===== src/rtl/axi_cfg_regfile.sv =====
// AXI4-Lite configuration register file for the SNN accelerator.
// It holds NUM_CFG_REGS read/write config registers and a bank of read-only
// spike counters. It also maps a 256-word window onto external memory: writes
// to the window become a one-cycle write enable, and reads from it are
// registered. The write and read channels run independently of each other.
module axi_cfg_regfile #(
    parameter int C_S_AXI_DATA_WIDTH = 32,
    parameter int C_S_AXI_ADDR_WIDTH = 12,
    parameter int NUM_CFG_REGS       = 4,
    parameter int NUM_OUTPUTS        = 10,
    parameter int SIM_TIME_RESET     = 100
) (
    input  logic                              S_AXI_ACLK,
    input  logic                              S_AXI_ARESETN,
    input  logic [C_S_AXI_ADDR_WIDTH-1:0]     S_AXI_AWADDR,
    input  logic                              S_AXI_AWVALID,
    output logic                              S_AXI_AWREADY,
    input  logic [C_S_AXI_DATA_WIDTH-1:0]     S_AXI_WDATA,
    input  logic [C_S_AXI_DATA_WIDTH/8-1:0]   S_AXI_WSTRB,
    input  logic                              S_AXI_WVALID,
    output logic                              S_AXI_WREADY,
    output logic [1:0]                        S_AXI_BRESP,
    output logic                              S_AXI_BVALID,
    input  logic                              S_AXI_BREADY,
    input  logic [C_S_AXI_ADDR_WIDTH-1:0]     S_AXI_ARADDR,
    input  logic                              S_AXI_ARVALID,
    output logic                              S_AXI_ARREADY,
    output logic [C_S_AXI_DATA_WIDTH-1:0]     S_AXI_RDATA,
    output logic [1:0]                        S_AXI_RRESP,
    output logic                              S_AXI_RVALID,
    input  logic                              S_AXI_RREADY,
    input  logic [32*NUM_OUTPUTS-1:0]         spike_counter_out,
    input  logic                              done,
    input  logic                              network_busy,
    input  logic [31:0]                       ext_mem_data_out,
    output logic [32*NUM_CFG_REGS-1:0]        cfg_regs,
    output logic                              start_pulse,
    output logic [31:0]                       ext_mem_addr,
    output logic                              ext_mem_wen,
    output logic [31:0]                       ext_mem_data_in
);

    localparam logic [1:0] RESP_OKAY   = 2'b00;
    localparam logic [1:0] RESP_SLVERR = 2'b10;

    // Region select from address bits [11:10]
    localparam logic [1:0] REGION_CFG = 2'b00;
    localparam logic [1:0] REGION_CNT = 2'b01;
    localparam logic [1:0] REGION_MEM = 2'b10;

    typedef enum logic {W_IDLE, W_RESP} wstate_t;
    typedef enum logic [1:0] {R_IDLE, R_MEM, R_RESP} rstate_t;

    // Active-high copy of the AXI reset. It is still sampled synchronously.
    logic Local_Reset;
    assign Local_Reset = ~S_AXI_ARESETN;

    // Word index lies inside a bank of n entries
    function automatic logic idx_in_range(input logic [7:0] idx, input int n);
        return ($unsigned(n) > {24'd0, idx});
    endfunction

    wstate_t     wstate, wstate_nx;
    rstate_t     rstate, rstate_nx;
    logic        rst_done;

    logic [31:0] cfg_q [NUM_CFG_REGS];
    logic [31:0] reg2_val;

    logic        aw_held, w_held;
    logic [11:0] aw_addr_q;
    logic [31:0] w_data_q;
    logic [3:0]  w_strb_q;
    logic        aw_hs, w_hs, do_write;
    logic [11:0] wr_addr;
    logic [31:0] wr_data;
    logic [3:0]  wr_strb;

    logic [1:0]  bresp_q;
    logic        start_pulse_q;
    logic        ext_mem_wen_q;
    logic [31:0] ext_mem_data_in_q;
    logic [7:0]  wr_off_q;

    logic        ar_hs;
    logic [7:0]  rd_off_q;
    logic [31:0] rdata_q;
    logic [1:0]  rresp_q;
    logic [31:0] rd_val;
    logic [1:0]  rd_resp;

    logic        unused_bits;
    assign unused_bits = ^{S_AXI_AWADDR, S_AXI_ARADDR};

    // Handshakes. The write takes either the held beat or the live beat, so
    // it can be performed on the same edge that the last beat arrives.
    assign aw_hs    = S_AXI_AWVALID & S_AXI_AWREADY;
    assign w_hs     = S_AXI_WVALID & S_AXI_WREADY;
    assign ar_hs    = S_AXI_ARVALID & S_AXI_ARREADY;
    assign do_write = (wstate == W_IDLE) & (aw_held | aw_hs) & (w_held | w_hs);
    assign wr_addr  = aw_held ? aw_addr_q : S_AXI_AWADDR[11:0];
    assign wr_data  = w_held ? w_data_q : S_AXI_WDATA[31:0];
    assign wr_strb  = w_held ? w_strb_q : S_AXI_WSTRB[3:0];

    // Write FSM state register, plus the held-beat flags and the ready qualifier.
    // rst_done keeps every READY low while reset is being held.
    always_ff @(posedge S_AXI_ACLK) begin
        if (Local_Reset) begin
            wstate   <= W_IDLE;
            aw_held  <= 1'b0;
            w_held   <= 1'b0;
            rst_done <= 1'b0;
        end else begin
            wstate   <= wstate_nx;
            rst_done <= 1'b1;
            if (do_write) begin
                aw_held <= 1'b0;
                w_held  <= 1'b0;
            end else begin
                if (aw_hs) aw_held <= 1'b1;
                if (w_hs)  w_held  <= 1'b1;
            end
        end
    end

    // Capture an address or data beat that arrives before its partner.
    always_ff @(posedge S_AXI_ACLK) begin
        if (aw_hs) aw_addr_q <= S_AXI_AWADDR[11:0];
        if (w_hs) begin
            w_data_q <= S_AXI_WDATA[31:0];
            w_strb_q <= S_AXI_WSTRB[3:0];
        end
    end

    // Write FSM next-state logic.
    always_comb begin
        wstate_nx = wstate;
        case (wstate)
            W_IDLE:  if (do_write) wstate_nx = W_RESP;
            W_RESP:  if (S_AXI_BREADY) wstate_nx = W_IDLE;
            default: wstate_nx = W_IDLE;
        endcase
    end

    // Write FSM outputs. A channel is ready only while nothing is held on it
    // and no response is pending.
    always_comb begin
        S_AXI_AWREADY = rst_done & (wstate == W_IDLE) & ~aw_held;
        S_AXI_WREADY  = rst_done & (wstate == W_IDLE) & ~w_held;
        S_AXI_BVALID  = (wstate == W_RESP);
    end

    // Write side effects: strobed config update, start pulse, memory write pulse.
    always_ff @(posedge S_AXI_ACLK) begin
        if (Local_Reset) begin
            for (int i = 0; i < NUM_CFG_REGS; i++)
                cfg_q[i] <= (i == 1) ? 32'(SIM_TIME_RESET) : 32'd0;
            bresp_q           <= RESP_OKAY;
            start_pulse_q     <= 1'b0;
            ext_mem_wen_q     <= 1'b0;
            ext_mem_data_in_q <= 32'd0;
            wr_off_q          <= 8'd0;
        end else begin
            start_pulse_q <= 1'b0;
            ext_mem_wen_q <= 1'b0;
            if (do_write) begin
                bresp_q <= RESP_SLVERR;
                case (wr_addr[11:10])
                    REGION_CFG: begin
                        if (idx_in_range(wr_addr[9:2], NUM_CFG_REGS)) begin
                            bresp_q <= RESP_OKAY;
                            for (int i = 0; i < NUM_CFG_REGS; i++)
                                if (wr_addr[9:2] == 8'(i))
                                    for (int b = 0; b < 4; b++)
                                        if (wr_strb[b]) cfg_q[i][8*b +: 8] <= wr_data[8*b +: 8];
                            if (wr_addr[9:2] == 8'd0 && wr_strb[0] && wr_data[0])
                                start_pulse_q <= 1'b1;
                        end
                    end
                    REGION_MEM: begin
                        bresp_q           <= RESP_OKAY;
                        ext_mem_wen_q     <= 1'b1;
                        ext_mem_data_in_q <= wr_data;
                        wr_off_q          <= wr_addr[9:2];
                    end
                    default: ;
                endcase
            end
            // Start is self-clearing and bits [3:2] are overlaid with live status on reads.
            cfg_q[0][0]   <= 1'b0;
            cfg_q[0][3:2] <= 2'b00;
        end
    end

    // Read FSM state register.
    always_ff @(posedge S_AXI_ACLK) begin
        if (Local_Reset) rstate <= R_IDLE;
        else             rstate <= rstate_nx;
    end

    // Read FSM next-state logic. A window read waits in R_MEM while a memory
    // write owns the shared address bus.
    always_comb begin
        rstate_nx = rstate;
        case (rstate)
            R_IDLE: if (ar_hs)
                        rstate_nx = (S_AXI_ARADDR[11:10] == REGION_MEM) ? R_MEM : R_RESP;
            R_MEM:  if (!ext_mem_wen_q) rstate_nx = R_RESP;
            R_RESP: if (S_AXI_RREADY) rstate_nx = R_IDLE;
            default: rstate_nx = R_IDLE;
        endcase
    end

    // Read FSM outputs.
    always_comb begin
        S_AXI_ARREADY = rst_done & (rstate == R_IDLE);
        S_AXI_RVALID  = (rstate == R_RESP);
    end

    // Read decode for register and counter reads. Window reads return their data later.
    always_comb begin
        rd_val  = 32'd0;
        rd_resp = RESP_SLVERR;
        case (S_AXI_ARADDR[11:10])
            REGION_CFG: if (idx_in_range(S_AXI_ARADDR[9:2], NUM_CFG_REGS)) begin
                rd_resp = RESP_OKAY;
                for (int i = 0; i < NUM_CFG_REGS; i++)
                    if (S_AXI_ARADDR[9:2] == 8'(i)) rd_val = cfg_q[i];
                if (S_AXI_ARADDR[9:2] == 8'd0) rd_val[3:2] = {done, network_busy};
            end
            REGION_CNT: if (idx_in_range(S_AXI_ARADDR[9:2], NUM_OUTPUTS)) begin
                rd_resp = RESP_OKAY;
                for (int i = 0; i < NUM_OUTPUTS; i++)
                    if (S_AXI_ARADDR[9:2] == 8'(i)) rd_val = spike_counter_out[32*i +: 32];
            end
            REGION_MEM: rd_resp = RESP_OKAY;
            default: ;
        endcase
    end

    // Read data path. Data and response are held until RREADY, then cleared.
    always_ff @(posedge S_AXI_ACLK) begin
        if (Local_Reset) begin
            rdata_q  <= 32'd0;
            rresp_q  <= RESP_OKAY;
            rd_off_q <= 8'd0;
        end else begin
            case (rstate)
                R_IDLE: if (ar_hs) begin
                    rd_off_q <= S_AXI_ARADDR[9:2];
                    rdata_q  <= rd_val;
                    rresp_q  <= rd_resp;
                end
                R_MEM: if (!ext_mem_wen_q) begin
                    rdata_q <= ext_mem_data_out;
                    rresp_q <= RESP_OKAY;
                end
                R_RESP: if (S_AXI_RREADY) begin
                    rdata_q <= 32'd0;
                    rresp_q <= RESP_OKAY;
                end
                default: ;
            endcase
        end
    end

    // Memory page base comes from cfg reg 2. Write offset has priority on the bus.
    always_comb begin
        reg2_val = 32'd0;
        for (int i = 0; i < NUM_CFG_REGS; i++)
            if (i == 2) reg2_val = cfg_q[i];
        ext_mem_addr = {reg2_val[31:8], ext_mem_wen_q ? wr_off_q : rd_off_q};
    end

    // Flatten the config registers onto the output bus.
    always_comb begin
        cfg_regs = '0;
        for (int i = 0; i < NUM_CFG_REGS; i++)
            cfg_regs[32*i +: 32] = cfg_q[i];
    end

    assign S_AXI_BRESP     = bresp_q;
    assign S_AXI_RDATA     = rdata_q;
    assign S_AXI_RRESP     = rresp_q;
    assign start_pulse     = start_pulse_q;
    assign ext_mem_wen     = ext_mem_wen_q;
    assign ext_mem_data_in = ext_mem_data_in_q;

endmodule


===== config.mk =====
export PLATFORM = sky130hd
export DESIGN_NAME = axi_cfg_regfile
export DESIGN_NICKNAME = d
export VERILOG_FILES = /design/src/rtl/axi_cfg_regfile.sv
export SDC_FILE = /design/constraint.sdc
export NUM_CORES = 1
export LEC_CHECK = 0
export ABC_AREA = 0
export BUFFER_PORTS_ARGS = -buffer_cell sky130_fd_sc_hd__buf_2
export CAP_MARGIN = 10
export CORE_AREA = 4 4 256 258
export DETAILED_ROUTE_END_ITERATION = 12
export DIE_AREA = 0 0 260 262
export GPL_ROUTABILITY_DRIVEN = 0
export REMOVE_ABC_BUFFERS = 1
export SKIP_LAST_GASP = 1
export SLEW_MARGIN = 40
export SYNTH_ARGS = -nofsm -noshare
export SYNTH_HDL_FRONTEND = slang
export SYNTH_SLANG_ARGS = --single-unit

===== constraint.sdc =====
create_clock -name S_AXI_ACLK -period 2.7 [get_ports S_AXI_ACLK]
set_clock_uncertainty 0.1 [all_clocks]
set_input_delay 0.135 -clock S_AXI_ACLK [delete_from_list [all_inputs] [get_ports S_AXI_ACLK]]
set_output_delay 0.135 -clock S_AXI_ACLK [all_outputs]
set_load 0.1 [all_outputs]

==> impl_results.md <==
- Net switching power: 0.00443 W
- Fillcell total: 6587
- F_max: 374 MHz
- Final HPWL from detailed placement: 77.2 mm
- Via count: 17100
- Setup CP Type: reg2reg
- Final hold viol count: 0
- Fin crit share: 0.990
- Worst Path Required: 3.06 ns
- DRT iter0 DRCs: 1881
- Starting Density: 0.236
- CP cell instances: inv_1, ha_1, buf_6, nor4_1, buf_4, a221oi_1, nand3_1, o221a_1, dlygate4sd3_1
- Leading cell types in the layout, fill and taps excluded: 647 x buf_2, 234 x nor2_1, 173 x edfxtp_1, 148 x buf_4, 140 x nand2_1
- Critical-path top delay cell: dlygate4sd3_1
- CTS tree: yes
- Clock power share: 0.329
- Number of global-route vias before repair: 16800
- Relative slew margins: 0.438
- RSZ-0062 raised after global routing: yes
- Post-Syn Area: 14900 um2
- Yosys reg bits: 264
- Worst-Margin Slew: 0.843 ns
- Synth unique cells: 82
- DRT Pass-1 Iters: 5
- Post-synth EDFFs: 173
- Power per cell area: 542 nW/um2
- Sw Ratio: 0.365
- Cells after Synth: 1573
- Num CTS Buffers: 31
- IO Pins: 656
- Crit-path max cell delay: 0.55 ns
- Die Ht: 262 um
- CP top delay family: buffers and inverters
- Share of layout cells above drive strength 1: 0.375
- Placed instance count: 3095
- Port buffer count: 649
- Gr usage total: 0.262
- Ys flop type: edfxtp_1
- H-Tree Depth: 1
- Antenna violations before repair: 43
- Area added between synthesis and finish: 50.6%
- Core Region: 63000 um2
- Nets: 2841
- Pint: 0.00772 W
- Syn. warnings: 0
- Hold Crit Class: in2reg
- Routed Antenna Nets: 0
- Max Cap Violations: 0
- Crit end category: register
- Combinational fraction of design power: 0.288
- Die X: 260 um
- Maximum fanout along the worst path: 8
- Max-slew violations: 0
- Worst skew pair latency: 0.57 ns
- Share of the yosys chip area belonging to registers: 0.472
- Crit path DAT: 3.04 ns
- P_leak: 9.98 nW
- Syn_area_per_cell: 9.45 um2
- Minimum clock period: 2.67 ns
- Clock transition at path regs: 0.06 ns
- Startpoint types: register
- Final wirelength: 94.8 mm
- Clock Sinks: 264
- Status: completed
- Max Buffers Root-to-Sink: 3
- Final Core Density: 0.356
- # Post-CTS Setup Buffers: 0
- # setup viols final: 0
- Most common cell after layout, fill and taps aside: buf_2
- Final routed DRC violation total: 0
- CTS root buf: clkbuf_16
- Final std cells w/o fill: 3317
- Die footprint: 68100 um2
- Async SR Flop Fraction: 0
- Sequential share of power: 0.382
- Worst ir drop on vdd: 0.530 mV
- Worst path bufs/invs: 4
- Standard-cell rows: 92
- Global route overflow: 0
- Largest net degree at the start of global routing: 61
- WL/cell: 28.6 um
- Post-DR vias/cell: 5.15
- Global-route wire length before repair: 127 mm
## final timing paths
check	startpoint	to	slack, ns	cells after the start
max	rstate[1]$_SDFFE_PN0P_	S_AXI_RDATA[29]$_SDFFE_PN0P_	0.03	9
min	spike_counter_out[226]	S_AXI_RDATA[2]$_SDFFE_PN0P_	0.02	3
max reg2reg	rstate[1]$_SDFFE_PN0P_	S_AXI_RDATA[29]$_SDFFE_PN0P_	0.03	9
min reg2reg	S_AXI_RRESP[1]$_SDFFE_PN0P_	S_AXI_RRESP[1]$_SDFFE_PN0P_	0.37	2
## worst reg2reg max path, stage by stage (launching register included)
cell           delay (ns)
dfxtp_1              0.38
inv_1                0.09
ha_1                 0.35
buf_6                0.17
nor4_1               0.06
buf_4                0.17
a221oi_1             0.26
nand3_1              0.18
o221a_1              0.26
dlygate4sd3_1        0.55
## synthesized netlist by cell type (all sizes together) (27+ instances only)
cell type,count,area [um2]
nor2,237,895
edfxtp,173,5190
nand2,140,526
o21ai,112,561
dfxtp,91,1820
mux2i,80,801
a21oi,78,390
clkbuf,75,282
buf,65,377
nand3,56,280
o211a,42,420
o211ai,29,218
a22oi,28,210
a221oi,27,236
## stage by stage
stage | total power [W] | worst slack (ns) | TNS, ns | area, um2 | hold WS [ns]
floorplan | 0.00670 | -2.59 | -288.56 | 14200 | 0.0627
global placement | 0.00803 | -0.0179 | -0.0187 | 20000 | 0.229
detailed placement | 0.00803 | -0.0233 | -0.0233 | 20000 | 0.231
CTS | 0.0122 | 0.0247 | 0 | 22300 | 0.00890
global route | 0.0126 | -0.0963 | -0.345 | 22400 | 0.0429
finish | 0.0121 | 0.0263 | 0 | 22400 | 0.0212
## final cells by class
type / instances / area, um2 / area share
Sequential cell: 264 / 7020 / 0.313
Inverter: 12 / 45.0 / 0.00201
Antenna cell: 31 / 77.6 / 0.00346
Tap cell: 846 / 1060 / 0.0473
Clock inverter: 19 / 141 / 0.00631
Clock buffer: 38 / 812 / 0.0362
Timing Repair Buffer: 945 / 5990 / 0.268
Multi-Input combinational cell: 1162 / 7260 / 0.324
## power groups by stage
stage	combinational, W	clock (W)	sequential, W
floorplan	0.000865	0	0.00583
CTS	0.00349	0.00410	0.00464
detailed placement	0.00331	0	0.00472
global placement	0.00331	0	0.00472
finish	0.00350	0.00400	0.00464
global route	0.00367	0.00425	0.00466
## logic make-up (layout without fill, tap and decap cells)
group	Yosys count	in the layout	synth area share
other cells	2	38	0.000505
simple gates	560	560	0.175
fa+ha+maj	4	4	0.00337
buf+inv	152	1014	0.0473
compound gates	491	491	0.233
flops	264	264	0.472
mux	100	100	0.0690
## per-layer routing
| metal | wire, um | global-route usage |
|---|---|---|
| met1 | 37800 | 0.329 |
| met2 | 44600 | 0.436 |
| met3 | 8540 | 0.0604 |
| met4 | 3740 | 0.107 |
| met5 | 146 | 0 |
## state kept, by name (all words and copies together), names as in the netlist
name	cells
S_AXI_BRESP	1
S_AXI_BVALID	1
S_AXI_RDATA	32
S_AXI_RRESP	1
aw_addr_q	10
aw_held	1
cfg_q	128
ext_mem_data_in	32
ext_mem_wen	1
rd_off_q	8
rst_done	1
rstate	2
start_pulse	1
w_data_q	32
w_held	1
w_strb_q	4
wr_off_q	8
## repair_timing
action,CTS,global route
hold buffers,134,0
setup endpoints to repair,0,9
endpoints found under the hold margin,240,0
gates resized for setup,0,4
Note: power is estimated with default switching activity, not from simulation.
